$ cat config.mk
export PLATFORM = sky130hd
export DESIGN_NAME = coin_intake
export DESIGN_NICKNAME = d
export VERILOG_FILES = /design/src/rtl/coin_intake_pkg.sv /design/src/rtl/sync_debounce.sv /design/src/rtl/coin_intake.sv
export SDC_FILE = /design/constraint.sdc
export NUM_CORES = 1
export LEC_CHECK = 0
export BUFFER_PORTS_ARGS = -buffer_cell sky130_fd_sc_hd__buf_2
export CORE_ASPECT_RATIO = 1.2
export CORE_MARGIN = 5
export CORE_UTILIZATION = 50
export DETAILED_ROUTE_END_ITERATION = 6
export GPL_TIMING_DRIVEN = 0
export MAX_ROUTING_LAYER = met4
export PLACE_DENSITY = 0.72
export SKIP_CTS_REPAIR_TIMING = 1
export SYNTH_ARGS = -nofsm -noshare
export SYNTH_HDL_FRONTEND = slang
export SYNTH_SLANG_ARGS = --single-unit
$ cat constraint.sdc
create_clock -name CLK50M -period 2.7 [get_ports CLK50M]
set_input_delay 0.405 -clock CLK50M [delete_from_list [all_inputs] [get_ports CLK50M]]
set_output_delay 0.405 -clock CLK50M [all_outputs]
set_load 0.05 [all_outputs]
$ cat src/rtl/coin_intake_pkg.sv
// Shared state encoding and default timing for the coin intake front end.
package coin_intake_pkg;

  typedef logic [2:0] state_t;

  localparam state_t IDLE     = 3'd0;
  localparam state_t SETUP    = 3'd1;
  localparam state_t STEP     = 3'd2;
  localparam state_t HOLD     = 3'd3;
  localparam state_t WAIT_REL = 3'd4;

  // 20 ms at 50 MHz
  localparam int unsigned DEF_DEB_CYCLES   = 1000000;
  localparam int unsigned DEF_SETUP_CYCLES = 4;
  localparam int unsigned DEF_PULSE_CYCLES = 8;
  localparam int unsigned DEF_HOLD_CYCLES  = 4;

  function automatic int unsigned max3(input int unsigned a, input int unsigned b,
                                       input int unsigned c);
    int unsigned m;
    m = (a > b) ? a : b;
    return (m > c) ? m : c;
  endfunction

endpackage

$ cat src/rtl/sync_debounce.sv
// Two-flop synchronizer followed by a debounce counter; the clean level follows the
// synchronized input only after DEB_CYCLES consecutive samples disagree with it.
module sync_debounce import coin_intake_pkg::*; #(
  parameter int unsigned DEB_CYCLES = DEF_DEB_CYCLES
) (
  input  logic CLK50M,
  input  logic RES,
  input  logic din,
  output logic clean
);

  localparam int unsigned CW = $clog2(DEB_CYCLES) + 1;

  logic          sync1, sync2;
  logic [CW-1:0] cnt;

  always_ff @(posedge CLK50M or negedge RES) begin
    if (!RES) begin
      sync1 <= 1'b0;
      sync2 <= 1'b0;
      cnt   <= '0;
      clean <= 1'b0;
    end else begin
      sync1 <= din;
      sync2 <= sync1;
      // A sample matching the current clean level breaks any run toward the other level
      if (sync2 == clean) begin
        cnt <= '0;
      end else if (cnt == CW'(DEB_CYCLES - 1)) begin
        clean <= sync2;
        cnt   <= '0;
      end else begin
        cnt <= cnt + 1'b1;
      end
    end
  end

endmodule

$ cat src/rtl/coin_intake.sv
// Coin slot front end: debounces the two slot switches and presents one coin code per
// insertion to the vending FSM with setup/strobe/hold timing on CLKb.
module coin_intake import coin_intake_pkg::*; #(
  parameter int unsigned DEB_CYCLES   = DEF_DEB_CYCLES,
  parameter int unsigned SETUP_CYCLES = DEF_SETUP_CYCLES,
  parameter int unsigned PULSE_CYCLES = DEF_PULSE_CYCLES,
  parameter int unsigned HOLD_CYCLES  = DEF_HOLD_CYCLES
) (
  input  logic       CLK50M,
  input  logic       RES,
  input  logic       Q_noisy,
  input  logic       H_noisy,
  output logic       Q,
  output logic       H,
  output logic       CLKb,
  output logic       busy,
  output logic       reject,
  output logic [7:0] coin_count
);

  localparam int unsigned TW = $clog2(max3(SETUP_CYCLES, PULSE_CYCLES, HOLD_CYCLES)) + 1;

  logic          q_clean, h_clean;
  logic          q_prev, h_prev;
  logic          q_ev, h_ev;
  state_t        state;
  logic [TW-1:0] tmr;

  sync_debounce #(.DEB_CYCLES(DEB_CYCLES)) u_deb_q (
    .CLK50M(CLK50M),
    .RES   (RES),
    .din   (Q_noisy),
    .clean (q_clean)
  );

  sync_debounce #(.DEB_CYCLES(DEB_CYCLES)) u_deb_h (
    .CLK50M(CLK50M),
    .RES   (RES),
    .din   (H_noisy),
    .clean (h_clean)
  );

  assign q_ev = q_clean & ~q_prev;
  assign h_ev = h_clean & ~h_prev;

  always_ff @(posedge CLK50M or negedge RES) begin
    if (!RES) begin
      state      <= IDLE;
      tmr        <= '0;
      q_prev     <= 1'b0;
      h_prev     <= 1'b0;
      Q          <= 1'b0;
      H          <= 1'b0;
      CLKb       <= 1'b1;
      busy       <= 1'b0;
      reject     <= 1'b0;
      coin_count <= 8'd0;
    end else begin
      q_prev <= q_clean;
      h_prev <= h_clean;
      reject <= 1'b0;
      case (state)
        IDLE: begin
          if (q_ev && h_ev) begin
            reject <= 1'b1;
            busy   <= 1'b1;
            state  <= WAIT_REL;
          end else if (q_ev || h_ev) begin
            Q     <= q_ev;
            H     <= h_ev;
            busy  <= 1'b1;
            tmr   <= TW'(SETUP_CYCLES - 1);
            state <= SETUP;
          end
        end
        SETUP: begin
          if (tmr == '0) begin
            CLKb  <= 1'b0;
            tmr   <= TW'(PULSE_CYCLES - 1);
            state <= STEP;
            if (coin_count != 8'hff) coin_count <= coin_count + 8'd1;
          end else begin
            tmr <= tmr - 1'b1;
          end
        end
        STEP: begin
          if (tmr == '0) begin
            CLKb  <= 1'b1;
            tmr   <= TW'(HOLD_CYCLES - 1);
            state <= HOLD;
          end else begin
            tmr <= tmr - 1'b1;
          end
        end
        HOLD: begin
          if (tmr == '0) begin
            Q     <= 1'b0;
            H     <= 1'b0;
            state <= WAIT_REL;
          end else begin
            tmr <= tmr - 1'b1;
          end
        end
        WAIT_REL: begin
          if (!q_clean && !h_clean) begin
            busy  <= 1'b0;
            state <= IDLE;
          end
        end
        default: state <= IDLE;
      endcase
    end
  end

endmodule

-- Word level (Yosys, flattened, before mapping)
Cells that the tools add are included.
- output and inout bits: 13
- word-level logic and storage cells: 96
- bits of input ports: 4
- register bits: 70
- equality and inequality tests: 17
- mux-type cells: 32
- reduce and logical (&&, ||, !) cells: 19
- $add $sub $neg: 4
- bitwise logic cells: 6
- operator list (kind ; number):
    $mux W21 ; 4
    $add A21 B1 Y21 const B ; 2
    $eq A21 B20 Y1 const B ; 2
    $mux W4 ; 5
    $mux W3 ; 6
    $pmux W4 S4 ; 1
    $pmux W3 S5 ; 1
    $ne A2 B2 Y1 const B ; 7
    $mux W1 ; 11
    $reduce_and A3 Y1 ; 3
    $add A8 B1 Y8 const B ; 1
    $ne A8 B8 Y1 const B ; 1
    $pmux W1 S2 ; 4
    $reduce_and A4 Y1 ; 2
    $eq A3 B2 Y1 const B ; 2
    $reduce_bool A2 Y1 ; 3
    $reduce_and A5 Y1 ; 1
    $logic_not A4 Y1 ; 1
    $not A1 Y1 ; 4
    $reduce_and A2 Y1 ; 2
    $reduce_bool A4 Y1 ; 1
    $sub A4 B1 Y4 const B ; 1
    $eq A3 B1 Y1 const B ; 1
    $eq A3 B3 Y1 const B ; 1
    other kinds (7) ; 11

-- Longest topological paths before layout
- word-level depth: 6
- depth in mapped cells: 7

-- Hierarchy
A second synthesis with hierarchy kept.
- cell total of the unflattened synthesis: 330
- area, all modules: 3405.8 µm²
- modules (own cells, without submodules) (module ; area an instance (µm²) ; times used ; cells an instance):
    sync_debounce ; 1154.9 ; 2 ; 116
    coin_intake ; 1096.1 ; 1 ; 98

-- Least setup slack after synthesis
Ideal clock, no wire load.
- path type: flip-flop to flip-flop
- start: reg tmr[0]
- end: reg coin_count[4]
- setup slack: 0.721 ns
- arrival: 1.838 ns
- stages on the path, launching flop included: 8
- library setup time: 0.142 ns
- cell sequence: dfrtp_1 inv_1 ha_1 or4b_4 a211oi_4 and2_4 nand3_2 xnor2_1
- cells in the longest elaborated chain, start to end: 2
- RTL lines (element ; line ; RTL):
    from (decl) ; coin_intake.sv:27 ; logic [TW-1:0] tmr;
    from (signal assigned) ; coin_intake.sv:72 ; tmr <= TW'(SETUP_CYCLES - 1);
    from (signal assigned) ; coin_intake.sv:79 ; tmr <= TW'(PULSE_CYCLES - 1);
    from (signal assigned) ; coin_intake.sv:83 ; tmr <= tmr - 1'b1;
    $logic_not A4 Y1 ; coin_intake.sv:77 ; if (tmr == '0) begin
    $reduce_and A3 Y1 (no line) ; -- ;
    to (signal assigned) ; coin_intake.sv:81 ; if (coin_count != 8'hff) coin_count <= coin_count + 8'd1;
    to (decl) ; coin_intake.sv:18 ; output logic [7:0] coin_count
No other way between the ends.
A chain may end at the register's enable or synchronous reset.

-- Worst setup path after layout
Ends and elaborated chain as after synthesis.

==> metrics.md <==
| Metric | Value |
|---|---|
| Status | completed |
| Fill cell count | 543 |
| Max-slew headroom | 43.3% |
| Fmax | 470 MHz |
| GRT Total Usage | 16.4% |
| Port Buf Inserts | 16 |
| Worst setup path start | tmr[0]$_DFFE_PN0P_ |
| Final Critical Period | 2.13 ns |
| Register share of total power | 49.1% |
| Synth unique cells | 40 |
| Initial Util | 50.9% |
| Net count after synthesis | 327 |
| Cell-internal power | 1.73 mW |
| Via count | 2,336 |
| I/O pin cnt | 17 |
| CTS tree | built |
| Required @ worst endpoint | 2.94 ns |
| Sequential area share after synthesis | 53.7% |
| Syn avg cell area | 10.2 um2 |
| Cell count after synthesis | 319 |
| Pre-CTS setup slack | 0.592 ns |
| Crit path setup slack, layout | 0.573 ns |
| Sum Neg Setup Slack | 0 ns |
| Worst slew pin tran | 0.851 ns |
| Seq cells post-synth | 70 |
| Slew Viols, Final | 0 |
| Setup Viol. Count Final | 0 |
| Clk slew on worst S/H paths | 0.08 ns |
| Clk Latency, worst-skew pair | 0.35 ns |
| Post-Route WL | 6000 um |
| Area growth syn-to-layout | 13.7% |
| Combinational power share | 2.2% |
| Crit path max fanout | 6 |
| CTS Root Cell | clkbuf_8 |
| Largest net degree at the start of global routing | 71 |
| HP Class | in -> async |
| Aggregate global routing overflow | 0 |
| DR iter-0 viols | 107 |
| Die footprint | 8250 um2 |
| Worst Skew | 0.00755 ns |
| Nets | 354 |
| Core footprint | 6410 um2 |
| Wirelength per Cell | 13.8 um |
| Routed Antenna Nets | 0 |
| Via-to-Cell Ratio | 5.36 |
| Cell Area, Synth | 3260 um2 |
| DP HPWL | 3980 um |
| Power Dens Cells | 587 nW/um2 |
| MaxCap Viol Count | 0 |
| Vias in the first global route | 2,332 |
| Final hold vios | 0 |
| Die W | 83.7 um |
| Worst R2R Start | tmr[0]$_DFFE_PN0P_ |
| Multi-input gate area | 1460 um2 |
| First-pass detailed-route iteration total | 4 |
| Clock power share | 48.7% |
| Final period util | 78.8% |
| Worst Path Arrival | 2.36 ns |
| Drt drc | 0 |
| CP Capture Type | flip-flop |
| Ant. Diodes | 0 |
| Rows | 32 |
| TritonCTS buffer count | 9 |
| GPL Wtd Cong | 0.815 |
| FF/Latch Area | 1750 um2 |
| Setup crit start kind | flip-flop |
| Setup CP Type | reg -> reg |
| Synthesis Warnings | 0 |
| Leak | 1.70 nW |
| CTS max path bufs | 2 |
| Initial antenna violation count | 0 |
| Sw frac | 20.3% |
| Max IR drop VDD | 0.338 mV |
| First-pass GRT wire length | 10,600 um |
| Sinks on Clock Net | 70 |
| Total net switching power | 0.443 mW |
| Die H | 98.5 um |
| CTS H-tree lvls | 3 |
| Share of cells above drive strength 1 | 13.1% |
| RSZ-0062 raised after global routing | false |
## logic make-up (layout without fill, tap and decap cells)
| logic type | after synthesis | count (layout) | synth area share, % |
|---|---|---|---|
| adders and majority gates | 4 | 4 | 1.53 |
| buffers and inverters | 11 | 43 | 1.42 |
| DFF | 70 | 70 | 53.7 |
| and+or+nand+nor | 161 | 161 | 24.4 |
| muxes | 4 | 4 | 1.38 |
| xor gates and xnor gates | 48 | 48 | 12.9 |
| AOI/OAI and AO/OA | 21 | 21 | 4.68 |
## through the flow
step / utilization (%) / instances / instance area [um2] / hold slack [ns] / power, mW
floorplan: - / 319 / 3260 / 0.109 / 1.11
global placement: 53.8 / 420 / 3450 / 0.335 / 1.14
detailed placement: 53.9 / 420 / 3450 / 0.335 / 1.14
CTS: 57.9 / 436 / 3710 / 0.156 / 2.20
global route: 57.9 / 436 / 3710 / 0.152 / 2.26
finish: 57.9 / 436 / 3710 / 0.157 / 2.18
## cell usage in the layout, fill, tap and decap left out, types with 2 or more instances in the layout
master,n
nand4_1,8
xor2_1,29
xnor2_1,19
o21ai_0,3
nor2_1,57
mux2_2,4
nor2b_1,2
inv_1,4
nor3_1,11
and4_1,5
clkbuf_1,3
a32o_1,2
nor4b_1,2
nand2b_1,5
nand2_1,27
and3_1,9
buf_2,19
nand3_1,21
ha_1,4
nor4_1,4
clkinvlp_4,2
clkbuf_8,11
or3_1,2
dfrtp_1,69
bufinv_16,3
a21oi_1,8
## layout make-up
type	instances	share of cell area (%)
Timing Repair Buffer	16	2.23
Buffer	7	0.844
Tap cell	85	2.87
Multi-Input combinational cell	238	39.5
Sequential cell	70	47.3
Inverter	4	0.405
Clock buffer	11	4.08
Clock inverter	5	2.83
## sequential cells by signal (all words and copies together) (netlist names), 3 cells and up
register     cells
tmr              4
u_deb_q.cnt     21
state            3
coin_count       8
u_deb_h.cnt     21
## final timing paths
| kind | endpoint | slack (ns) | cells past startpoint |
|---|---|---|---|
| max | coin_count[4]$_DFFE_PN0P_ | 0.57 | 7 |
| min | coin_count[2]$_DFFE_PN0P_ | 0.16 | 1 |
| max reg2reg | coin_count[4]$_DFFE_PN0P_ | 0.57 | 7 |
| min reg2reg | u_deb_h.sync2$_DFF_PN0_ | 0.35 | 0 |
| max in group asynchronous | u_deb_q.cnt[19]$_DFF_PN0_ | 1.98 | 1 |
| min in group CLK50M | u_deb_h.sync1$_DFF_PN0_ | 0.17 | 1 |
## metal layers
layer	GRT usage (%)	up-vias	part of all wire (%)
met4	6.44	0	1.5
met2	25.7	34	48
li1	-	1144	-
met5	-	-	0
met1	20.0	1149	47
met3	4.77	9	3.7
## worst max-delay path: stages (launching register included)
cell      delay [ns]
dfrtp_1         0.41
inv_1           0.08
ha_1            0.26
or4b_4          0.51
a211oi_4        0.34
and2_4          0.22
nand3_2         0.08
xnor2_1         0.12
## synthesized netlist by cell type
cell type  number  share of area [%]
dfrtp_1        69                 53
nor2_1         57                6.6
xor2_1         29                7.8
nand2_1        27                3.1
nand3_1        21                3.2
xnor2_1        19                5.1
nor3_1         11                1.7
and3_1          9                1.7
a21oi_1         8                1.2
nand4_1         8                1.5
and4_1          5                1.3
nand2b_1        5               0.96
buf_2           4               0.61
ha_1            4                1.5
inv_1           4               0.46
mux2_2          4                1.4
nor4_1          4               0.77
clkbuf_1        3               0.35
o21ai_0         3               0.46
a32o_1          2               0.61
nor2b_1         2               0.38
nor4b_1         2               0.54
or3_1           2               0.38
a211o_1         1               0.27
a211oi_1        1               0.23
a211oi_4        1               0.61
a21o_1          1               0.23
a221oi_1        1               0.27
a22o_1          1               0.27
and2_1          1               0.19
and2_4          1               0.27
dfstp_2         1               0.81
nand3_2         1               0.31
nor3b_1         1               0.23
nor4bb_1        1               0.31
o31ai_1         1               0.23
o41ai_1         1               0.27
or2_2           1               0.19
or4_1           1               0.23
or4b_4          1               0.42
## power groups by stage
stage,Combinational [mW],Sequential [mW],Clock (mW)
6_report,0.0484,1.07,1.06
5_1_grt,0.0582,1.07,1.13
4_1_cts,0.0510,1.07,1.08
3_5_place_dp,0.0509,1.09,0
3_3_place_gp,0.0490,1.09,0
2_1_floorplan,0.0216,1.09,0
Power figures use the tool's default switching activity.
